==> config.mk <==
export PLATFORM = sky130hd
export DESIGN_NAME = mem_arbiter_flat
export DESIGN_NICKNAME = d
export VERILOG_FILES = /design/src/rtl/mem_arb_pkg.sv /design/src/rtl/mem_arbiter_if.sv /design/src/rtl/arb2_pick.sv /design/src/rtl/mem_arbiter.sv /design/src/flat_wrapper.sv
export SDC_FILE = /design/constraint.sdc
export NUM_CORES = 1
export LEC_CHECK = 0
export BUFFER_PORTS_ARGS = -buffer_cell sky130_fd_sc_hd__buf_2
export CAP_MARGIN = 20
export CORE_AREA = 3 3 104 106
export DETAILED_ROUTE_END_ITERATION = 7
export DIE_AREA = 0 0 107 109
export GPL_TIMING_DRIVEN = 0
export SYNTH_ARGS = -nofsm -noshare
export SYNTH_HDL_FRONTEND = slang
export SYNTH_SLANG_ARGS = --single-unit
==> constraint.sdc <==
create_clock -name clk -period 1.4 [get_ports clk]
set_input_delay 0.21 -clock clk [delete_from_list [all_inputs] [get_ports clk]]
set_output_delay 0.21 -clock clk [all_outputs]
set_load 0.1 [all_outputs]
==> src/rtl/mem_arb_pkg.sv <==
// rtl/mem_arb_pkg.sv - shared types and helpers for the fetch/data memory arbiter
package mem_arb_pkg;

    typedef enum logic [1:0] {
        IDLE = 2'd0,
        WAIT = 2'd1,
        RESP = 2'd2
    } arb_state_e;

    typedef enum logic {
        REQ_I = 1'b0,
        REQ_D = 1'b1
    } req_id_e;

    function automatic logic [31:0] word_align(input logic [31:0] addr);
        return addr & 32'hFFFF_FFFC;
    endfunction

endpackage

==> src/rtl/mem_arbiter_if.sv <==
// rtl/mem_arbiter_if.sv - fetch port, data port and shared memory port bundle
interface mem_arbiter_if;
    logic        i_req;
    logic [31:0] i_addr;
    logic        i_gnt;
    logic        i_rvalid;
    logic [31:0] i_rdata;

    logic        d_req;
    logic        d_we;
    logic [31:0] d_addr;
    logic [31:0] d_wdata;
    logic        d_gnt;
    logic        d_rvalid;
    logic [31:0] d_rdata;

    logic        mem_en;
    logic        mem_we;
    logic [31:0] mem_addr;
    logic [31:0] mem_wdata;
    logic [31:0] mem_rdata;

    modport slave (
        input  i_req, i_addr,
        output i_gnt, i_rvalid, i_rdata,
        input  d_req, d_we, d_addr, d_wdata,
        output d_gnt, d_rvalid, d_rdata,
        output mem_en, mem_we, mem_addr, mem_wdata,
        input  mem_rdata
    );

    modport master (
        output i_req, i_addr,
        input  i_gnt, i_rvalid, i_rdata,
        output d_req, d_we, d_addr, d_wdata,
        input  d_gnt, d_rvalid, d_rdata,
        input  mem_en, mem_we, mem_addr, mem_wdata,
        output mem_rdata
    );
endinterface

==> src/rtl/arb2_pick.sv <==
// rtl/arb2_pick.sv - two-way tie breaker; gnt[0]=fetch, gnt[1]=data
module arb2_pick
    import mem_arb_pkg::*;
(
    input  logic      req_i,
    input  logic      req_d,
    input  req_id_e   last,
    output logic [1:0] gnt
);

    // On a tie the side not served last wins; a constant last=REQ_I means data-first.
    always_comb begin
        gnt = 2'b00;
        if (req_i && req_d) begin
            gnt = (last == REQ_D) ? 2'b01 : 2'b10;
        end else if (req_d) begin
            gnt = 2'b10;
        end else if (req_i) begin
            gnt = 2'b01;
        end
    end

endmodule

==> src/rtl/mem_arbiter.sv <==
// rtl/mem_arbiter.sv - single-outstanding fetch/data arbiter onto one memory port (MEM_ARB_RR_EN: round-robin ties)
module mem_arbiter
    import mem_arb_pkg::*;
#(
    parameter int MEM_LAT = 1
) (
    input  logic          clk,
    input  logic          reset,
    mem_arbiter_if.slave  bus
);

    localparam logic [1:0] LAT_LOAD = (MEM_LAT >= 2) ? 2'(MEM_LAT - 2) : 2'd0;

    arb_state_e state, state_nxt;
    logic [1:0] cnt, cnt_nxt;
    req_id_e    owner, owner_nxt;
    req_id_e    last_sel;
    req_id_e    win;
    logic [1:0] gnt_oh;
    logic       issue;

    arb2_pick u_pick (
        .req_i (bus.i_req),
        .req_d (bus.d_req),
        .last  (last_sel),
        .gnt   (gnt_oh)
    );

    // Nothing is issued while reset is held so a reset cycle never touches memory.
    assign issue = (state == IDLE) && !reset && (bus.i_req || bus.d_req);
    assign win   = gnt_oh[1] ? REQ_D : REQ_I;

`ifdef MEM_ARB_RR_EN
    req_id_e last_q;

    always_ff @(posedge clk) begin
        if (reset) begin
            last_q <= REQ_I;
        end else if (issue) begin
            last_q <= win;
        end
    end

    assign last_sel = last_q;
`else
    assign last_sel = REQ_I;
`endif

    always_ff @(posedge clk) begin
        if (reset) begin
            state <= IDLE;
            cnt   <= 2'd0;
            owner <= REQ_I;
        end else begin
            state <= state_nxt;
            cnt   <= cnt_nxt;
            owner <= owner_nxt;
        end
    end

    always_comb begin
        state_nxt     = state;
        cnt_nxt       = cnt;
        owner_nxt     = owner;
        bus.i_gnt     = 1'b0;
        bus.d_gnt     = 1'b0;
        bus.i_rvalid  = 1'b0;
        bus.d_rvalid  = 1'b0;
        bus.i_rdata   = 32'h0;
        bus.d_rdata   = 32'h0;
        bus.mem_en    = 1'b0;
        bus.mem_we    = 1'b0;
        bus.mem_addr  = 32'h0;
        bus.mem_wdata = 32'h0;

        case (state)
            IDLE: begin
                if (issue) begin
                    bus.i_gnt     = gnt_oh[0];
                    bus.d_gnt     = gnt_oh[1];
                    bus.mem_en    = 1'b1;
                    bus.mem_we    = gnt_oh[1] & bus.d_we;
                    bus.mem_addr  = word_align(gnt_oh[1] ? bus.d_addr : bus.i_addr);
                    bus.mem_wdata = gnt_oh[1] ? bus.d_wdata : 32'h0;
                    owner_nxt     = win;
                    if (MEM_LAT == 1) begin
                        state_nxt = RESP;
                    end else begin
                        state_nxt = WAIT;
                        cnt_nxt   = LAT_LOAD;
                    end
                end
            end
            WAIT: begin
                if (cnt == 2'd0) begin
                    state_nxt = RESP;
                end else begin
                    cnt_nxt = cnt - 2'd1;
                end
            end
            RESP: begin
                // A reset landing on the response cycle abandons the transaction silently.
                if (!reset) begin
                    if (owner == REQ_D) begin
                        bus.d_rvalid = 1'b1;
                        bus.d_rdata  = bus.mem_rdata;
                    end else begin
                        bus.i_rvalid = 1'b1;
                        bus.i_rdata  = bus.mem_rdata;
                    end
                end
                state_nxt = IDLE;
            end
            default: begin
                state_nxt = IDLE;
            end
        endcase
    end

endmodule

==> src/flat_wrapper.sv <==
// flat-port wrapper written by rule: the top's interface ports become plain ports
module mem_arbiter_flat import mem_arb_pkg::*;
#(
    parameter int MEM_LAT = 1
)
  (clk, reset, bus_i_req, bus_i_addr, bus_i_gnt, bus_i_rvalid, bus_i_rdata, bus_d_req, bus_d_we, bus_d_addr, bus_d_wdata, bus_d_gnt, bus_d_rvalid, bus_d_rdata, bus_mem_en, bus_mem_we, bus_mem_addr, bus_mem_wdata, bus_mem_rdata);
  mem_arbiter_if bus_i ();
  input  logic clk;
  input  logic reset;
  input wire logic [$bits(bus_i.i_req)-1:0] bus_i_req;
  input wire logic [$bits(bus_i.i_addr)-1:0] bus_i_addr;
  output wire logic [$bits(bus_i.i_gnt)-1:0] bus_i_gnt;
  output wire logic [$bits(bus_i.i_rvalid)-1:0] bus_i_rvalid;
  output wire logic [$bits(bus_i.i_rdata)-1:0] bus_i_rdata;
  input wire logic [$bits(bus_i.d_req)-1:0] bus_d_req;
  input wire logic [$bits(bus_i.d_we)-1:0] bus_d_we;
  input wire logic [$bits(bus_i.d_addr)-1:0] bus_d_addr;
  input wire logic [$bits(bus_i.d_wdata)-1:0] bus_d_wdata;
  output wire logic [$bits(bus_i.d_gnt)-1:0] bus_d_gnt;
  output wire logic [$bits(bus_i.d_rvalid)-1:0] bus_d_rvalid;
  output wire logic [$bits(bus_i.d_rdata)-1:0] bus_d_rdata;
  output wire logic [$bits(bus_i.mem_en)-1:0] bus_mem_en;
  output wire logic [$bits(bus_i.mem_we)-1:0] bus_mem_we;
  output wire logic [$bits(bus_i.mem_addr)-1:0] bus_mem_addr;
  output wire logic [$bits(bus_i.mem_wdata)-1:0] bus_mem_wdata;
  input wire logic [$bits(bus_i.mem_rdata)-1:0] bus_mem_rdata;
  assign bus_i.i_req = bus_i_req;
  assign bus_i.i_addr = bus_i_addr;
  assign bus_i_gnt = bus_i.i_gnt;
  assign bus_i_rvalid = bus_i.i_rvalid;
  assign bus_i_rdata = bus_i.i_rdata;
  assign bus_i.d_req = bus_d_req;
  assign bus_i.d_we = bus_d_we;
  assign bus_i.d_addr = bus_d_addr;
  assign bus_i.d_wdata = bus_d_wdata;
  assign bus_d_gnt = bus_i.d_gnt;
  assign bus_d_rvalid = bus_i.d_rvalid;
  assign bus_d_rdata = bus_i.d_rdata;
  assign bus_mem_en = bus_i.mem_en;
  assign bus_mem_we = bus_i.mem_we;
  assign bus_mem_addr = bus_i.mem_addr;
  assign bus_mem_wdata = bus_i.mem_wdata;
  assign bus_i.mem_rdata = bus_mem_rdata;
  mem_arbiter #(.MEM_LAT(MEM_LAT)) u_core (.clk(clk), .reset(reset), .bus(bus_i));
endmodule
==> results.txt, run 1 <==
GR Util All Layers - 0.167
wire length per cell - 16.1 um
Die X - 107 um
Worst Hold Class - in -> reg
worst r2r dst - u_core.state[1]
critical path required time - 1190 ps
status - complete, but fails checks
Max Buffers Root-to-Sink - 2
most frequent cell on the critical path - buf_12
placed insts - 631
die height - 109 um
IO Count - 267
Synth Register Bits - 2
DRC Markers - 0
total gr overflow - 0
failing checks - negative setup slack
fmax - 613 MHz
pin count of the biggest net entering global routing - 11
Reg2Reg Setup Slack - 480 ps
DR pass1 iterations - 4
Netlist cell types - 20
leakage dissipation - 2.33 nW
unrepaired setup endpoints after global routing - yes
DRT met1 WL - 3.39 mm
CTS root buffer - clkbuf_8
Nets - 646
max-slew violation total from the final report - 0
slowest stage delay, CP - 350 ps
top-area cell type share of the netlist area - 0.287
CP Cell Sequence - or2_4 -> buf_12 -> buf_12 -> nor2_4 -> buf_12
Final Core Density - 0.584
initial antenna violation count - 0
layout cells sized above 1 - 0.853
crit path launch type - flop
met3 wire len - 814 um
post-route insts no fill - 644
Final Cycle Share - 1.17
Cell Pwr Density - 499 nW/um^2
antenna viol nets, final - 0
hpwl dp - 7.41 mm
detailed-route wire length - 10.4 mm
CP arrival - 1420 ps
TritonCTS clock tree - built
global-route wire length before repair - 15.8 mm
r2r startpoint - u_core.state[1]
clk sink count - 2
crit end category - primary output
metal2 WL - 5.93 mm
gp weighted congestion - 0.777
Syn Inst Count - 238
Setup Skew - 1.92 ps
worst hold path startpoint - bus_i_req
Area contributors post-synth - nor2_1 29%, a22oi_1 18%, nand2b_1 17%
crit path kind - reg -> out
Initial Util - 0.130
DIE AREA - 11700 um^2
diode count - 0
vias in the first global route - 3040
Setup violations, final - 126
Hold Violations, Final - 0
Num CTS Buffers - 3
Layout fillers - 775
Yosys warnings - 0
Tmin final - 1630 ps
Syn Area/Cell - 5.39 um^2
row count - 36
WHS Path Cells - 3
Worst-path clk slew - 30 ps
via-per-instance ratio - 4.35
final worst slack - -233 ps
commonest non-fill, non-tap cell in the layout - buf_2
Top Layer Used - met4
worst-path fanout max - 8
worst hold endpoint - u_core.state[1]
CTS HTree Levels - 1
Clock Latency Late Sink - 210 ps
via count - 2802
top cell type by total area after synthesis - nor2_1
Port Buf Inserts - 259
post-synthesis sequential area ratio - 0.0312
synthesized area - 1280 um^2
Worst R2R Path Depth - 3
Max Cap Viol - 0
core area - 9860 um^2
most frequent cells in the layout - 135 x buf_2, 106 x buf_12, 96 x nor2_4
Area Growth Syn to Fin - 349%
worst ir drop on vdd - 294 uV
CP max-delay cell - dfxtp_4
initial DRC count - 85
==> routing by layer <==
| layer | GRT usage | vias to the layer above |
|---|---|---|
| li1 | - | 1342 |
| met1 | 0.170 | 1271 |
| met2 | 0.344 | 169 |
| met3 | 0.0343 | 20 |
| met4 | 0.0438 | 0 |
| met5 | 0 | - |
==> how the worst max path moves through the flow <==
stage	to	start
3_3_place_gp	bus_mem_wdata[19]	bus_d_req
6_report	bus_mem_addr[4]	u_core.state[1]
3_5_place_dp	bus_mem_wdata[19]	bus_d_req
2_1_floorplan	bus_i_gnt	u_core.state[1]
4_1_cts	bus_mem_addr[6]	u_core.state[1]
5_1_grt	bus_mem_addr[4]	u_core.state[1]
==> logic make-up after synthesis <==
| family | Yosys count | share of synthesized area |
|---|---|---|
| compound gates | 32 | 0.183 |
| buf+inv | 31 | 0.134 |
| flops | 2 | 0.0312 |
| other cells | 1 | 0.00292 |
| simple gates | 172 | 0.648 |
==> stage by stage <==
| stage | power (W) | cell area, um^2 | hold slack [ps] | TNS, ps | setup WS, ps |
|---|---|---|---|---|---|
| CTS | 0.00278 | 5550 | 308 | -22140 | -249 |
| global route | 0.00298 | 5760 | 330 | -24460 | -273 |
| floorplan | 0.00167 | 2270 | 364 | -10350 | -254 |
| detailed placement | 0.00205 | 3730 | 493 | -37230 | -450 |
| global placement | 0.00203 | 3730 | 473 | -36540 | -442 |
| finish | 0.00287 | 5760 | 303 | -17740 | -233 |
==> cell usage after synthesis <==
cell type / n
nor2b_1: 1
inv_1: 1
a22oi_1: 30
and2_1: 1
nor2_1: 98
conb_1: 1
or2_1: 1
a21oi_1: 1
nand2b_1: 34
buf_4: 2
buf_6: 5
nor3_1: 1
nor2_2: 1
dfxtp_1: 2
buf_2: 9
nand2_1: 1
nor2_4: 1
clkbuf_1: 14
and3_1: 33
o21ai_0: 1
==> sequential cells by signal, indices dropped and copies added, names as in the netlist <==
| signal | cells |
|---|---|
| u_core.owner | 1 |
| u_core.state | 1 |
==> where the power goes <==
group,total [W],internal (W),switching (W)
registers,0.0000683,0.0000620,0.00000635
clock network,0.000223,0.000181,0.0000412
logic,0.00258,0.000959,0.00162
total,0.00287,0.00120,0.00167
==> worst max-delay path: cells and delay by family (launching register included) <==
kind / cells / cell delay, ps
DFF: 1 / 350
and+or+nand+nor: 2 / 370
buffers and inverters: 3 / 470
==> cell type report <==
class                      count  area, um^2  area share
timing repair buffer         269        3190       0.554
tap                          133         166      0.0289
clock buffer                   3        41.3     0.00717
inverter                       1        3.75    0.000652
buffer                        30         329      0.0571
multi-input combinational    206        1980       0.344
sequential                     2        43.8     0.00761
==> what timing repair did <==
| action | in CTS | in global routing |
|---|---|---|
| buffers inserted | 0 | 4 |
| hold buffers | 0 | 0 |
| gates resized for setup | 479 | 30 |
| setup endpoints to repair | 132 | 132 |
| gates cloned | 2 | 4 |
| pin swaps | 1 | 26 |
Power figures use the tool's default switching activity.
==> run 2, diff against run 1 <==
--- a/config.mk
+++ b/config.mk
@@ -5,12 +5,14 @@
 export SDC_FILE = /design/constraint.sdc
 export NUM_CORES = 1
 export LEC_CHECK = 0
+export ABC_AREA = 1
 export BUFFER_PORTS_ARGS = -buffer_cell sky130_fd_sc_hd__buf_2
 export CAP_MARGIN = 20
-export CORE_AREA = 3 3 104 106
+export CORE_AREA = 3 3 102 104
 export DETAILED_ROUTE_END_ITERATION = 7
-export DIE_AREA = 0 0 107 109
+export DIE_AREA = 0 0 105 107
 export GPL_TIMING_DRIVEN = 0
+export REMOVE_ABC_BUFFERS = 1
 export SYNTH_ARGS = -nofsm -noshare
 export SYNTH_HDL_FRONTEND = slang
 export SYNTH_SLANG_ARGS = --single-unit
==> run 2 against run 1 <==
  * The flow still finishes with violations (negative setup slack)
  * Area after synthesis is 26% higher
  * Register-to-register slack worse by 200 ps
  * Sequential share of layout area is 0.069 points lower
  * Core utilization is 9.2 points higher
  * Clock power is 4% higher
  * Power is 8.6% higher
  * Clock-buffer cell count stayed put
==> results.txt, run 2 <==
worst ir drop on vdd - 269 uV (was 294 uV)
Hold Violations, Final - 0 (unchanged)
Tmin final - 1700 ps (was 1630 ps)
pin count of the biggest net entering global routing - 36 (was 11)
die height - 107 um (was 109 um)
crit end category - primary output (unchanged)
failing checks - negative setup slack (unchanged)
area of the multi-input gates - 2180 um^2 (was 1980 um^2)
crit path kind - reg -> out (unchanged)
async set-reset flop share out of synthesis - 0 (unchanged)
DR pass1 iterations - 4 (unchanged)
FF/Latch Area - 45.0 um^2 (was 43.8 um^2)
Synth Flop Type - dfxtp_1 (unchanged)
CP arrival - 1490 ps (was 1420 ps)
Final Core Density - 0.676 (was 0.584)
via count - 3481 (was 2802)
clk sink count - 2 (unchanged)
core area - 9640 um^2 (was 9860 um^2)
commonest non-fill, non-tap cell in the layout - buf_12 (was buf_2)
TritonCTS clock tree - built (unchanged)
Syn Inst Count - 386 (was 238)
CTS Hold Bufs - 0 (unchanged)
most frequent cells after synthesis - 188 x nor2_1, 132 x inv_1, 34 x nand2_1 (was 98 x nor2_1, 34 x nand2b_1, 33 x and3_1)
Netlist cell types - 13 (was 20)
Area contributors post-synth - nor2_1 44%, inv_1 31%, nand2_1 7.9% (was nor2_1 29%, a22oi_1 18%, nand2b_1 17%)
unrepaired setup endpoints after global routing - yes (unchanged)
fmax - 587 MHz (was 613 MHz)
DRC Markers - 0 (unchanged)
worst-path fanout max - 8 (unchanged)
Reg2Reg Setup Slack - 280 ps (was 480 ps)
detailed-route wire length - 16.3 mm (was 10.4 mm)
row count - 36 (unchanged)
initial DRC count - 242 (was 85)
CTS root buffer - clkbuf_8 (unchanged)
most frequent cell after synthesis - nor2_1 (unchanged)
Area Growth Syn to Fin - 303% (was 349%)
status - complete, but fails checks (unchanged)
hpwl dp - 6.22 mm (was 7.41 mm)
Nets - 803 (was 646)
total gr overflow - 0 (unchanged)
Layout fillers - 642 (was 775)
most frequent cells in the layout - 137 x buf_12, 128 x inv_1, 127 x buf_2 (was 135 x buf_2, 106 x buf_12, 96 x nor2_4)
Post-synth EDFFs - 0 (unchanged)
critical path required time - 1190 ps (about the same)
Comb pwr share - 0.904 (was 0.899)
via-per-instance ratio - 4.35 (about the same)
initial antenna violation count - 0 (unchanged)
post-synthesis sequential area ratio - 0.0247 (was 0.0312)
diode count - 0 (unchanged)
max-slew violation total from the final report - 0 (unchanged)
final worst slack - -303 ps (was -233 ps)
Synth Register Bits - 2 (unchanged)
global-route wire length before repair - 20.9 mm (was 15.8 mm)
vias in the first global route - 3640 (was 3040)
Die X - 105 um (was 107 um)
synthesized area - 1620 um^2 (was 1280 um^2)
Setup violations, final - 132 (was 126)
Cell Pwr Density - 478 nW/um^2 (was 499 nW/um^2)
DIE AREA - 11200 um^2 (was 11700 um^2)
top-area cell type share of the netlist area - 0.436 (was 0.287)
Largest regs - u_core.owner: 1 flops, u_core.state: 1 flops (unchanged)
leakage dissipation - 3.18 nW (was 2.33 nW)
clock network fraction of design power - 0.074 (was 0.078)
Setup Skew - 0.529 ps (was 1.92 ps)
Initial Util - 0.168 (was 0.130)
Net Sw Frac - 0.624 (was 0.581)
Yosys warnings - 0 (unchanged)
share of power burned in registers - 0.022 (was 0.024)
GR Util All Layers - 0.237 (was 0.167)
CTS HTree Levels - 1 (unchanged)
Worst-path clk slew - 30 ps (about the same)
Clock Latency Late Sink - 210 ps (about the same)
wire length per cell - 20.3 um (was 16.1 um)
Int Pwr - 0.00117 W (was 0.00120 W)
pre-CTS setup slack - -967 ps (was -450 ps)
antenna viol nets, final - 0 (unchanged)
Power Total - 0.00312 W (was 0.00287 W)
top cell type by total area after synthesis - nor2_1 (unchanged)
Worst Hold Class - in -> reg (unchanged)
gp weighted congestion - 0.777 (about the same)
Min Hold Slack - 355 ps (was 303 ps)
IO Count - 267 (unchanged)
crit path launch type - flop (unchanged)
Final Cycle Share - 1.22 (was 1.17)
layout cells sized above 1 - 0.666 (was 0.853)
Max Cap Viol - 0 (unchanged)
Port Buf Inserts - 260 (was 259)
Num CTS Buffers - 3 (unchanged)
sw power - 0.00195 W (was 0.00167 W)
Max Buffers Root-to-Sink - 2 (unchanged)
Syn Area/Cell - 4.19 um^2 (was 5.39 um^2)
-- run 2: worst max-delay path, stage by stage (launching register included) --
cell and delay [ps]:
dfxtp_2 330, inv_1 70, nor2_4 130, buf_12 160
nand2_4 190, nor2_4 190, buf_12 190
-- run 2: path summary, 6_finish.rpt --
check | start | end | cells after the start
worst max register to register | u_core.owner | u_core.owner | 7
worst min register to register | u_core.state[1] | u_core.owner | 5
worst max-delay path | u_core.owner | bus_d_rdata[10] | 6
worst min-delay path | bus_i_req | u_core.owner | 4
-- run 2: cell type report --
| class | instances | share of cell area |
|---|---|---|
| clock buffer | 3 | 0.00634 |
| inverter | 133 | 0.0778 |
| multi-input combinational | 247 | 0.334 |
| sequential | 2 | 0.00691 |
| tap | 133 | 0.0255 |
| timing repair buffer | 283 | 0.549 |
-- run 2: per-layer routing --
metal / wire [um] / global-route usage / up-vias
met5: 0 / 0 / -
met4: 651 / 0.0787 / 0
met3: 1420 / 0.0638 / 48
met2: 8260 / 0.434 / 252
met1: 5970 / 0.265 / 1581
li1: - / - / 1600
-- run 2: logic make-up after synthesis --
| logic type | Yosys count | share of synthesized area |
|---|---|---|
| flops | 2 | 0.0247 |
| simple gates | 229 | 0.551 |
| other cells | 1 | 0.00232 |
| buf+inv | 154 | 0.422 |
-- run 2: timing repair --
action                                 in CTS  in global routing
buffers inserted                           18                  4
endpoints found under the hold margin       0                  0
resized for setup                         708                112
pin swaps                                  24                 17
gates cloned                               15                  2
setup endpoints to repair                 134                132
-- run 2: power groups by stage --
stage | Clock, W | Sequential (W) | Combinational, W
finish | 0.000231 | 0.0000696 | 0.00282
global route | 0.000238 | 0.0000697 | 0.00290
CTS | 0.000227 | 0.0000683 | 0.00256
detailed placement | 0 | 0.0000677 | 0.00166
global placement | 0 | 0.0000677 | 0.00166
floorplan | 0 | 0.0000673 | 0.00128
-- run 2: per-stage QoR --
stage | std cells | instance area (um^2) | setup TNS (ps)
floorplan | 366 | 1440 | -113200
global placement | 759 | 2910 | -86970
detailed placement | 759 | 2910 | -85440
CTS | 795 | 5990 | -18990
global route | 801 | 6520 | -30740
finish | 801 | 6520 | -27520
==> run 3, diff against run 2 <==
--- a/config.mk
+++ b/config.mk
@@ -8,11 +8,12 @@
 export ABC_AREA = 1
 export BUFFER_PORTS_ARGS = -buffer_cell sky130_fd_sc_hd__buf_2
 export CAP_MARGIN = 20
-export CORE_AREA = 3 3 102 104
+export CORE_AREA = 3 3 103 105
 export DETAILED_ROUTE_END_ITERATION = 7
-export DIE_AREA = 0 0 105 107
+export DIE_AREA = 0 0 106 108
 export GPL_TIMING_DRIVEN = 0
 export REMOVE_ABC_BUFFERS = 1
 export SYNTH_ARGS = -nofsm -noshare
 export SYNTH_HDL_FRONTEND = slang
+export SYNTH_HIERARCHICAL = 1
 export SYNTH_SLANG_ARGS = --single-unit
==> run 3 against run 2 <==
  * The run still ends with negative setup slack left
  * Highest routed layer unchanged
  * Power fell by 20%
  * Via count down 18%
  * Largest power group unchanged
  * Maximum frequency shrank 0.36%
  * Final area fell by 27%
  * Largest cell class unchanged
  * Clock power barely moved
==> results.txt, run 3 <==
status - complete, but fails checks (unchanged)
failing checks - negative setup slack (unchanged)
Area Growth Syn to Fin - 271% (was 303%)
Syn Inst Count - 305 (was 386)
Nets - 708 (was 803)
top cell type by total area after synthesis - nand2_1 (was nor2_1)
wire length per cell - 14.9 um (was 20.3 um)
TritonCTS clock tree - built (unchanged)
setup TNS - -29380 ps (was -27520 ps)
initial DRC count - 156 (was 242)
Yosys warnings - 6 (was 0)
Initial Util - 0.131 (was 0.168)
layout cells sized above 1 - 0.630 (was 0.666)
critical path required time - 1190 ps (about the same)
Worst Hold Class - in -> reg (unchanged)
top-area cell type share of the netlist area - 0.291 (was 0.436)
crit end category - primary output (unchanged)
CTS Hold Bufs - 0 (unchanged)
DRC Markers - 0 (unchanged)
synthesized area - 1280 um^2 (was 1620 um^2)
row count - 36 (unchanged)
Hold Violations, Final - 0 (unchanged)
DIE AREA - 11400 um^2 (was 11200 um^2)
hpwl dp - 6.91 mm (was 6.22 mm)
CP max-delay cell - dfxtp_2 (unchanged)
Tmin final - 1710 ps (was 1700 ps)
CTS HTree Levels - 1 (unchanged)
Area contributors post-synth - nand2_1 29%, nor2_1 29%, inv_1 13% (was nor2_1 44%, inv_1 31%, nand2_1 7.9%)
CTS root buffer - clkbuf_8 (unchanged)
Worst-path clk slew - 30 ps (about the same)
Max Buffers Root-to-Sink - 2 (unchanged)
clk sink count - 2 (unchanged)
Num CTS Buffers - 3 (unchanged)
clock network fraction of design power - 0.092 (was 0.074)
Post-synth EDFFs - 0 (unchanged)
core area - 9730 um^2 (was 9640 um^2)
Cell Pwr Density - 525 nW/um^2 (was 478 nW/um^2)
fmax - 585 MHz (was 587 MHz)
Largest regs - u_core/owner: 1 flops, u_core/state: 1 flops (was u_core.owner: 1 flops, u_core.state: 1 flops)
via-per-instance ratio - 4.06 (was 4.35)
share of power burned in registers - 0.027 (was 0.022)
crit path launch type - flop (unchanged)
worst ir drop on vdd - 384 uV (was 269 uV)
via count - 2868 (was 3481)
die height - 108 um (was 107 um)
post-synthesis sequential area ratio - 0.0313 (was 0.0247)
total gr overflow - 0 (unchanged)
sw power - 0.00151 W (was 0.00195 W)
Setup Skew - 1.36 ps (was 0.529 ps)
final worst slack - -309 ps (was -303 ps)
antenna viol nets, final - 0 (unchanged)
Net Sw Frac - 0.606 (was 0.624)
pin count of the biggest net entering global routing - 36 (unchanged)
leakage dissipation - 2.42 nW (was 3.18 nW)
global-route wire length before repair - 14.9 mm (was 20.9 mm)
initial antenna violation count - 0 (unchanged)
most frequent cells in the layout - 127 x buf_2, 92 x buf_6, 84 x nand2_1 (was 137 x buf_12, 128 x inv_1, 127 x buf_2)
max-slew violation total from the final report - 0 (unchanged)
unrepaired setup endpoints after global routing - yes (unchanged)
Synth Register Bits - 2 (unchanged)
most frequent cells after synthesis - 99 x nand2_1, 99 x nor2_1, 44 x inv_1 (was 188 x nor2_1, 132 x inv_1, 34 x nand2_1)
Setup violations, final - 132 (unchanged)
Netlist cell types - 11 (was 13)
worst-path fanout max - 25 (was 8)
commonest non-fill, non-tap cell in the layout - buf_2 (was buf_12)
crit path kind - reg -> out (unchanged)
gp weighted congestion - 0.704 (was 0.777)
slowest stage delay, CP - 360 ps (was 330 ps)
Max Cap Viol - 0 (unchanged)
diode count - 0 (unchanged)
vias in the first global route - 2891 (was 3640)
Syn Area/Cell - 4.19 um^2 (about the same)
Die X - 106 um (was 105 um)
CP arrival - 1500 ps (was 1490 ps)
detailed-route wire length - 10.5 mm (was 16.3 mm)
Int Pwr - 0.000982 W (was 0.00117 W)
Synth Flop Type - dfxtp_1 (unchanged)
CP Cell Sequence - nand3_2 -> buf_8 -> nor2_1 -> buf_6 (was inv_1 -> nor2_4 -> buf_12 -> nand2_4 -> nor2_4 -> buf_12)
DR pass1 iterations - 6 (was 4)
Comb pwr share - 0.881 (was 0.904)
GR Util All Layers - 0.162 (was 0.237)
Final Cycle Share - 1.22 (about the same)
IO Count - 267 (unchanged)
async set-reset flop share out of synthesis - 0 (unchanged)
Clock Latency Late Sink - 210 ps (about the same)
Min Hold Slack - 227 ps (was 355 ps)
Port Buf Inserts - 260 (unchanged)
run 3: power groups by stage:
stage | sequential, W | combinational (W) | clock (W)
after floorplan | 0.0000639 | 0.00116 | 0
after global placement | 0.0000643 | 0.00154 | 0
after detailed placement | 0.0000644 | 0.00156 | 0
after CTS | 0.0000664 | 0.00200 | 0.000234
after global routing | 0.0000671 | 0.00228 | 0.000248
final | 0.0000665 | 0.00220 | 0.000229
run 3: layout make-up:
cell class              instances  area, um^2
repair buffers                285        2960
flip-flops and latches          2        41.3
repair inverters                1        7.51
well taps                     133         166
multi-input cells             238        1360
fillers                       908        4990
clock buffers                   3        41.3
inverters                      44         171
run 3: cell families (layout without fill, tap and decap cells):
kind of cell	after synthesis	in the layout	share of synthesized area
AO/OA/AOI/OAI	32	32	0.125
buffers and inverters	69	333	0.248
flip-flops	2	2	0.0313
other	1	4	0.00293
AND/OR/NAND/NOR	201	202	0.593
run 3: repair_timing:
item | CTS | global route
pin swaps | 6 | 2
gates cloned | 6 | 1
setup buffers | 13 | 2
resized for setup | 363 | 109
endpoints found under the setup margin | 133 | 132
run 3: per-stage QoR:
step | cell area (um^2) | util | power, W | std cells | setup slack, ps
floorplan | 1140 | - | 0.00123 | 283 | -3210
global placement | 2610 | 0.268 | 0.00160 | 676 | -5600
detailed placement | 2730 | 0.281 | 0.00162 | 681 | -929
CTS | 4240 | 0.436 | 0.00231 | 703 | -290
global route | 4740 | 0.487 | 0.00260 | 706 | -363
finish | 4740 | 0.487 | 0.00249 | 706 | -309
run 3: worst max-delay path: cells and delay by family (launching register included):
family | cells | cell delay (ps)
flops | 1 | 360
buf+inv | 2 | 500
simple gates | 2 | 410
run 3: path summary, 6_finish.rpt:
kind / startpoint / end / slack [ps] / cells past startpoint
hold / removal: reset / u_core/owner / 230 / 2
setup / recovery: u_core/state[1] / bus_d_rdata[8] / -310 / 4
setup reg to reg: u_core/state[1] / u_core/owner / 130 / 6
hold reg to reg: u_core/owner / u_core/owner / 500 / 2
run 3: per-layer routing:
layer	share of wire	GRT usage	routed length, um	vias to the layer above
met5	0	0	0	-
met4	0.0053	0.0250	56	0
met3	0.099	0.0406	1040	6
met2	0.56	0.330	5890	180
met1	0.34	0.168	3550	1266
li1	-	-	-	1416
